$ cat src/rtl/ex_mem_skid_reg.sv
// ex_mem_skid_reg: EX/MEM boundary register with valid/ready flow control, 2-entry skid buffer and flush
module ex_mem_skid_reg #(
    parameter int DATA_W    = 128,
    parameter int PC_W      = 11,
    parameter int REGADDR_W = 7,
    parameter int CTRL_W    = 5,
    parameter int CNT_W     = 16
) (
    input  logic                 clk,
    input  logic                 reset,
    input  logic                 flush,
    input  logic                 in_valid,
    output logic                 in_ready,
    input  logic [CTRL_W-1:0]    in_ctrl,
    input  logic [PC_W-1:0]      in_jump_pc,
    input  logic                 in_zero,
    input  logic [DATA_W-1:0]    in_alu_result,
    input  logic [DATA_W-1:0]    in_store_data,
    input  logic [REGADDR_W-1:0] in_rt,
    output logic                 out_valid,
    input  logic                 out_ready,
    output logic [CTRL_W-1:0]    out_ctrl,
    output logic [PC_W-1:0]      out_jump_pc,
    output logic                 out_zero,
    output logic [DATA_W-1:0]    out_alu_result,
    output logic [DATA_W-1:0]    out_store_data,
    output logic [REGADDR_W-1:0] out_rt,
    output logic [1:0]           occupancy,
    output logic [CNT_W-1:0]     stall_cnt
);
    localparam int PW = CTRL_W + PC_W + 1 + 2 * DATA_W + REGADDR_W;
    logic [PW-1:0]     r_main, r_skid;
    logic              r_main_v, r_skid_v, r_in_ready;
    logic [CNT_W-1:0]  r_stall_cnt;
    logic [PW-1:0]     w_in_pl;
    logic [CTRL_W-1:0] w_main_ctrl;
    logic              w_in_fire, w_out_fire;
    assign w_in_pl    = {in_ctrl, in_jump_pc, in_zero, in_alu_result, in_store_data, in_rt};
    assign w_in_fire  = in_valid & r_in_ready;
    assign w_out_fire = r_main_v & out_ready;
    assign {w_main_ctrl, out_jump_pc, out_zero, out_alu_result, out_store_data, out_rt} = r_main;
    assign out_ctrl   = r_main_v ? w_main_ctrl : '0;
    assign out_valid  = r_main_v;
    assign in_ready   = r_in_ready;
    assign occupancy  = {1'b0, r_main_v} + {1'b0, r_skid_v};
    assign stall_cnt  = r_stall_cnt;
    // Entry storage: main feeds the outputs, skid catches the one beat accepted while main is stalled
    always_ff @(posedge clk or negedge reset) begin
        if (!reset) begin
            r_main     <= '0;
            r_skid     <= '0;
            r_main_v   <= 1'b0;
            r_skid_v   <= 1'b0;
            r_in_ready <= 1'b1;
        end else if (flush) begin
            r_main_v   <= 1'b0;
            r_skid_v   <= 1'b0;
            r_in_ready <= 1'b1;
        end else if (!r_main_v) begin
            if (w_in_fire) begin
                r_main   <= w_in_pl;
                r_main_v <= 1'b1;
            end
        end else if (!r_skid_v) begin
            if (w_out_fire && w_in_fire) begin
                r_main <= w_in_pl;
            end else if (w_out_fire) begin
                r_main_v <= 1'b0;
            end else if (w_in_fire) begin
                r_skid     <= w_in_pl;
                r_skid_v   <= 1'b1;
                r_in_ready <= 1'b0;
            end
        end else if (w_out_fire) begin
            r_main     <= r_skid;
            r_skid_v   <= 1'b0;
            r_in_ready <= 1'b1;
        end
    end
    // Saturating count of cycles the MEM stage held off a valid payload
    always_ff @(posedge clk or negedge reset) begin
        if (!reset) begin
            r_stall_cnt <= '0;
        end else if (r_main_v && !out_ready && r_stall_cnt != '1) begin
            r_stall_cnt <= r_stall_cnt + 1'b1;
        end
    end
endmodule

$ cat config.mk
export PLATFORM = sky130hd
export DESIGN_NAME = ex_mem_skid_reg
export DESIGN_NICKNAME = d
export VERILOG_FILES = /design/src/rtl/ex_mem_skid_reg.sv
export SDC_FILE = /design/constraint.sdc
export NUM_CORES = 1
export LEC_CHECK = 0
export ABC_AREA = 1
export CORE_UTILIZATION = 46
export DETAILED_ROUTE_END_ITERATION = 7
export HOLD_SLACK_MARGIN = 0.02
export PLACE_DENSITY = 0.8
export SLEW_MARGIN = 20
export SYNTH_ARGS = -nofsm -noshare
export SYNTH_HDL_FRONTEND = slang
export SYNTH_SLANG_ARGS = --single-unit
$ cat constraint.sdc
create_clock -name clk -period 1.5 [get_ports clk]
set_input_delay 0.375 -clock clk [delete_from_list [all_inputs] [get_ports clk]]
set_output_delay 0.375 -clock clk [all_outputs]
set_load 0.02 [all_outputs]
==> results of run 1 <==
-- state kept, by name, summed over array words and instances, names as in the netlist --
signal	flops
stall_cnt	16
r_skid_v	1
r_skid	280
out_valid	1
r_main	280
in_ready	1
-- metrics by stage --
step / power, mW / worst slack, ns / cells
after floorplan: 33.7 / -0.0859 / 3179
after global placement: 38.3 / -0.594 / 4219
after detailed placement: 38.9 / -0.609 / 4219
after CTS: 56.6 / -0.424 / 4453
after global routing: 60.1 / -0.508 / 4473
final: 57.7 / -0.436 / 4473
-- synthesized netlist by cell type, types with 4 or more instances --
library cell,count,area share
buf_4,282,0.079
clkbuf_1,47,0.0066
nand2_1,569,0.080
buf_2,121,0.023
nand3_1,11,0.0021
a21oi_2,10,0.0033
o21ai_1,175,0.033
xnor2_1,4,0.0013
nand4_1,5,0.0012
a21oi_1,341,0.064
inv_1,309,0.043
o21ai_0,326,0.061
nor2_1,375,0.053
dfrtp_1,578,0.54
buf_6,9,0.0038
-- critical path: stages, from the launching register on --
cell and delay (ns):
dfrtp_2 0.47, ha_4 0.20, o21ai_4 0.14, nand2_2 0.09
nor2_4 0.13, buf_12 0.18, buf_16 0.20, buf_16 0.20
nor2_1 0.06, a21oi_1 0.14
-- what timing repair did --
item,4_1_cts,5_1_grt
gates resized for setup,1925,104
gates cloned,18,16
setup endpoints to repair,872,878
hold endpoints to repair,222,0
hold buffers,1,0
buffers inserted,110,8
pin swaps,3,8
-- routing by layer --
layer	vias up	GRT usage	share of wire
met3	331	0.0410	0.067
met4	2	0.156	0.066
li1	10800	-	-
met5	-	0	0.00016
met2	1180	0.444	0.50
met1	11300	0.316	0.37
-- power groups by stage --
stage / Clock [mW] / Combinational (mW) / Sequential, mW
2_1_floorplan: 0 / 11.3 / 22.4
3_3_place_gp: 0 / 15.2 / 23.1
3_5_place_dp: 0 / 15.7 / 23.2
4_1_cts: 15.2 / 18.0 / 23.5
5_1_grt: 15.9 / 20.1 / 24.1
6_report: 15.0 / 18.8 / 23.8
-- cell families after synthesis --
| family | after synthesis | synth area share |
|---|---|---|
| adders and majority gates | 3 | 0.00140 |
| buffers and inverters | 774 | 0.157 |
| DFF | 579 | 0.542 |
| AOI/OAI and AO/OA | 853 | 0.161 |
| xor gates and xnor gates | 5 | 0.00164 |
| and+or+nand+nor | 965 | 0.137 |
-- final cells by class --
cell class	count	area, um^2	area share
flip-flops and latches	579	14500	0.391
clock inverters	24	327	0.00881
repair buffers	880	9990	0.269
diodes	6	15.0	0.000405
inverters	312	1180	0.0319
multi-input cells	1826	8490	0.229
clock buffers	81	1620	0.0437
well taps	765	957	0.0258
-- worst paths after layout --
path                            depth (start not counted)  slack [ns]          end              start
worst max-delay path                                    9       -0.44   r_main[71]          out_valid
worst min-delay path                                    2        0.22  r_skid[118]              reset
worst max register to register                          9       -0.44   r_main[71]          out_valid
worst min register to register                          2        0.49   r_skid[49]         r_skid[49]
max in group asynchronous                               4        0.54  r_main[263]              reset
min in group clk                                        3        0.33   r_skid[46]  in_store_data[39]
==> flow_metrics.py, run 1 <==
metrics = {
    "pwr": {
        "power.switching_mw": 19.3,
        "p_leak_nw": 17.9,
        "cellPowerDensity_nw_per_um2": 1560,
        "ir_worst_vdd_mv": 1.12,
        "seqPwrFrac": 0.413,
        "pwr-share-clk": 0.261,
        "swShare": 0.334,
        "combPwrFrac": 0.327,
        "internal_power_mw": 38.4,
    },
    "setup_path": {
        "crit_arrival_ns": 2.45,
        "required_ns": 2.02,
        "cp_max_fo": 35,
        "worstSetupStartpointType": "flop",
        "critical_path_class": "flop to flop",
        "cp-end-kind": "flop",
    },
    "sta": {
        "whs_ns": 0.223,
        "final-setup-viol-count": 850,
        "slew_headroom": 0.718,
        "fin_skew_ns": 0.0251,
        "fin_tns_setup_ns": -197.36,
        "fmax_mhz": 517,
        "rsz0062_at_grt": "true",
        "finalCritPeriodShare": 1.29,
        "finalHoldViolCount": 0,
        "slew_violations": 0,
        "setup_slack_ns": -0.436,
        "fin_crit_ns": 1.94,
        "tightestPinTransition_ns": 0.419,
    },
    "place": {
        "place_hpwl_mm": 50.1,
        "portBuffers": 584,
        "placed_cell_area_um2": 32300,
        "place.gp.congestion": 0.876,
    },
    "layout": {
        "layout.nets": 3945,
        "final_util": 0.644,
        "syn_to_final_growth_pct": 38.6,
        "mostFrequentLayoutCells": "dfrtp_1, nand2_1, nor2_1, o21ai_0, buf_6",
        "layout_commonest_cell": "dfrtp_1",
        "design_area_um2": 37100,
        "drive_gt1_frac": 0.217,
        "fill_cells": 4138,
    },
    "floorplanning": {
        "die_h_um": 243,
        "start_util": 0.464,
        "chipWidth_um": 243,
        "die_area_um2": 59100,
        "coreArea_um2": 57600,
        "boundaryPins": 585,
        "rows": 88,
    },
    "grt": {
        "grt-ovfl-total": 0,
        "grt_antenna_before_repair": 7,
        "grt_pass1_vias": 23100,
        "grt_util_all_layers": 0.262,
        "grt_max_degree": 79,
        "grt_pass1_wl_mm": 124,
    },
    "synthesis": {
        "yosysWarnings": 0,
        "ys_seq_area_frac": 0.542,
        "syn_area_um2": 26700,
        "synth_enable_flop_cells": 0,
        "syn_area_per_cell_um2": 8.41,
        "synth-main-ff-cell": "dfrtp_1",
        "synth_cells": 3179,
        "ys_types": 26,
        "async_flop_share": 1.00,
        "ys_seq_elements": 579,
        "synthesis.nets": 3467,
    },
    "clock_tree": {
        "cts.sinks": 579,
        "clk_pin_slew_ns": 0.06,
        "cts_tree": "done",
        "cts_buffers": 58,
        "clk_root_buffer_cell": "clkbuf_16",
        "cts_buffer_depth": 3,
        "htree_levels": 2,
        "clock_latency_ns": 0.61,
    },
    "run_status": {
        "violations": "design-rule violations, negative setup slack",
        "outcome": "complete, but fails checks",
    },
    "min_path": {
        "hp-class": "primary input to asynchronous set/reset pin",
    },
    "detailed_routing": {
        "vias": 23600,
        "drt_wl_total_mm": 83.8,
        "firstDrtPassIters": 8,
        "drc": 1,
        "initialDrtViolationCount": 1785,
        "ant_nets": 0,
        "via_per_inst": 5.28,
        "wl_per_cell_um": 18.7,
    },
    "job": {
        "drv_cap": 0,
    },
}
(Power assumes the default switching activity.)
==> run 2, diff against run 1 <==
--- a/config.mk
+++ b/config.mk
@@ -6,10 +6,12 @@
 export NUM_CORES = 1
 export LEC_CHECK = 0
 export ABC_AREA = 1
-export CORE_UTILIZATION = 46
+export CELL_PAD_IN_SITES_DETAIL_PLACEMENT = 0
+export CELL_PAD_IN_SITES_GLOBAL_PLACEMENT = 1
+export CORE_UTILIZATION = 28
 export DETAILED_ROUTE_END_ITERATION = 7
 export HOLD_SLACK_MARGIN = 0.02
-export PLACE_DENSITY = 0.8
+export PLACE_DENSITY = 0.68
 export SLEW_MARGIN = 20
 export SYNTH_ARGS = -nofsm -noshare
 export SYNTH_HDL_FRONTEND = slang
==> flow_metrics.py, run 2 (synthesis results as in run 1) <==
metrics = {
    "place": {
        "place.gp.congestion": 0.793,
        "dpl_worst_slack_ns": -0.662,
        "portBuffers": 584,
        "placed_cells": 4734,
        "place_hpwl_mm": 56.9,
        "placed_cell_area_um2": 33100,
    },
    "layout": {
        "layout.nets": 3993,
        "syn_to_final_growth_pct": 43.5,
        "drive_gt1_frac": 0.234,
        "final_cells": 5019,
        "layout_commonest_cell": "dfrtp_1",
        "design_area_um2": 38400,
        "final_util": 0.408,
        "fill_cells": 9328,
        "mostFrequentLayoutCells": "dfrtp_1, nand2_1, o21ai_0, nor2_1, buf_6",
    },
    "detailed_routing": {
        "vias": 21800,
        "initialDrtViolationCount": 1375,
        "drt_wl_total_mm": 86.0,
        "wl_per_cell_um": 17.1,
        "via_per_inst": 4.34,
        "drc": 0,
        "firstDrtPassIters": 5,
        "ant_nets": 0,
    },
    "floorplanning": {
        "chipWidth_um": 311,
        "die_h_um": 311,
        "coreArea_um2": 94000,
        "start_util": 0.284,
        "boundaryPins": 585,
        "die_area_um2": 96700,
        "rows": 112,
    },
    "pwr": {
        "ir_worst_vdd_mv": 0.944,
        "p_leak_nw": 18.2,
        "cellPowerDensity_nw_per_um2": 1550,
    },
    "min_path": {
        "hp-class": "primary input to asynchronous set/reset pin",
    },
    "setup_path": {
        "critical_path_class": "flop to flop",
        "crit_arrival_ns": 2.40,
        "r2r_start": "out_valid",
        "reg2reg_to": "r_skid[76]",
        "cp_max_fo": 30,
        "required_ns": 1.99,
        "crit_path_start": "out_valid",
        "cp-end-kind": "flop",
        "worstSetupStartpointType": "flop",
        "timing.critical_path.to": "r_skid[76]",
        "reg2reg_depth": 12,
        "ff2ff_setup_slack_ns": -0.41,
    },
    "clock_tree": {
        "cts_buffers": 71,
        "htree_levels": 3,
        "cts_tree": "done",
        "cts.sinks": 579,
        "clk_pin_slew_ns": 0.06,
        "clock_latency_ns": 0.62,
        "clk_root_buffer_cell": "clkbuf_16",
        "cts_buffer_depth": 3,
    },
    "grt": {
        "grt_util_all_layers": 0.164,
        "grt_pass1_vias": 21300,
        "grt_max_degree": 79,
        "grt_antenna_before_repair": 10,
        "grt_pass1_wl_mm": 125,
        "grt-ovfl-total": 0,
    },
    "sta": {
        "fin_crit_ns": 1.91,
        "whs_ns": 0.205,
        "final-setup-viol-count": 858,
        "slew_headroom": 0.626,
        "rsz0062_at_grt": "true",
        "tightestPinTransition_ns": 0.555,
        "finalHoldViolCount": 0,
        "slew_violations": 0,
        "setup_slack_ns": -0.413,
        "fmax_mhz": 523,
        "finalCritPeriodShare": 1.28,
        "fin_skew_ns": 0.0176,
    },
    "run_status": {
        "violations": "negative setup slack",
        "outcome": "complete, but fails checks",
    },
    "job": {
        "drv_cap": 0,
    },
}
-- run 2: cell types whose count changed in the layout (fill, tap and decap cells not counted), sizes merged --
| cell | previous run | this run |
|---|---|---|
| diode | 6 | 7 |
| bufinv | 7 | 3 |
| inv | 315 | 317 |
| clkbuf | 95 | 123 |
| clkinvlp | 2 | 1 |
| buf | 577 | 608 |
| clkinv | 12 | 17 |
| bufbuf | 5 | 0 |
-- run 2: worst min path at each step --
stage	from	endpoint	slack (ns)	depth (start not counted)
after floorplan	reset	out_valid	0.08	0
after global placement	reset	r_skid[125]	0.25	1
after detailed placement	reset	r_skid[125]	0.25	1
after CTS	reset	r_skid[120]	0.17	2
after global routing	reset	r_skid[120]	0.18	2
final	reset	r_skid[120]	0.20	2
-- run 2: final cells by class --
class	count	area, um^2	area share
Antenna cell	7	17.5	0.000457
Clock buffer	102	2040	0.0533
Clock inverter	24	254	0.00662
Inverter	312	1190	0.0309
Multi-Input combinational cell	1826	8510	0.222
Sequential cell	579	14500	0.378
Tap cell	1254	1570	0.0409
Timing Repair Buffer	913	10200	0.267
Timing Repair inverter	2	41.3	0.00108
-- run 2: layer usage --
metal / up-vias / GRT usage / part of all wire
li1: 10900 / - / -
met2: 502 / 0.281 / 0.51
met3: 125 / 0.0305 / 0.045
met5: - / 0 / 0.00048
met1: 10300 / 0.206 / 0.42
met4: 6 / 0.0587 / 0.027
-- run 2: repair_timing --
item                                     CTS  global route
buffers inserted                         105             9
endpoints found under the setup margin   865           876
endpoints found under the hold margin    282             0
hold buffers                               1             0
gates resized for setup                 1858           166
pin swaps                                  3             5
cloned                                     9            31
-- run 2: power by group --
group | leakage (nW) | internal, mW | total (mW) | switching [mW]
logic | 10.2 | 9.57 | 18.7 | 9.12
clock network | 1.14 | 10.1 | 17.1 | 7.03
registers | 6.82 | 20.4 | 23.5 | 3.15
-- run 2: per-stage QoR --
step	total power, mW	TNS (ns)
finish	59.3	-203.51
global route	62.7	-272.34
CTS	59.1	-207.38
detailed placement	39.2	-333.19
global placement	38.9	-323.27
floorplan	33.7	-36.87
-- run 2: critical path: stages (launching register included) --
cell and delay [ns]:
dfrtp_2 0.45, buf_6 0.13, inv_4 0.03, nor2_4 0.09, inv_2 0.06, nor2_2 0.11, inv_2 0.07, nor2_4 0.22
buf_12 0.18, clkinv_16 0.10, buf_12 0.17, nand2_1 0.07, o21ai_1 0.06
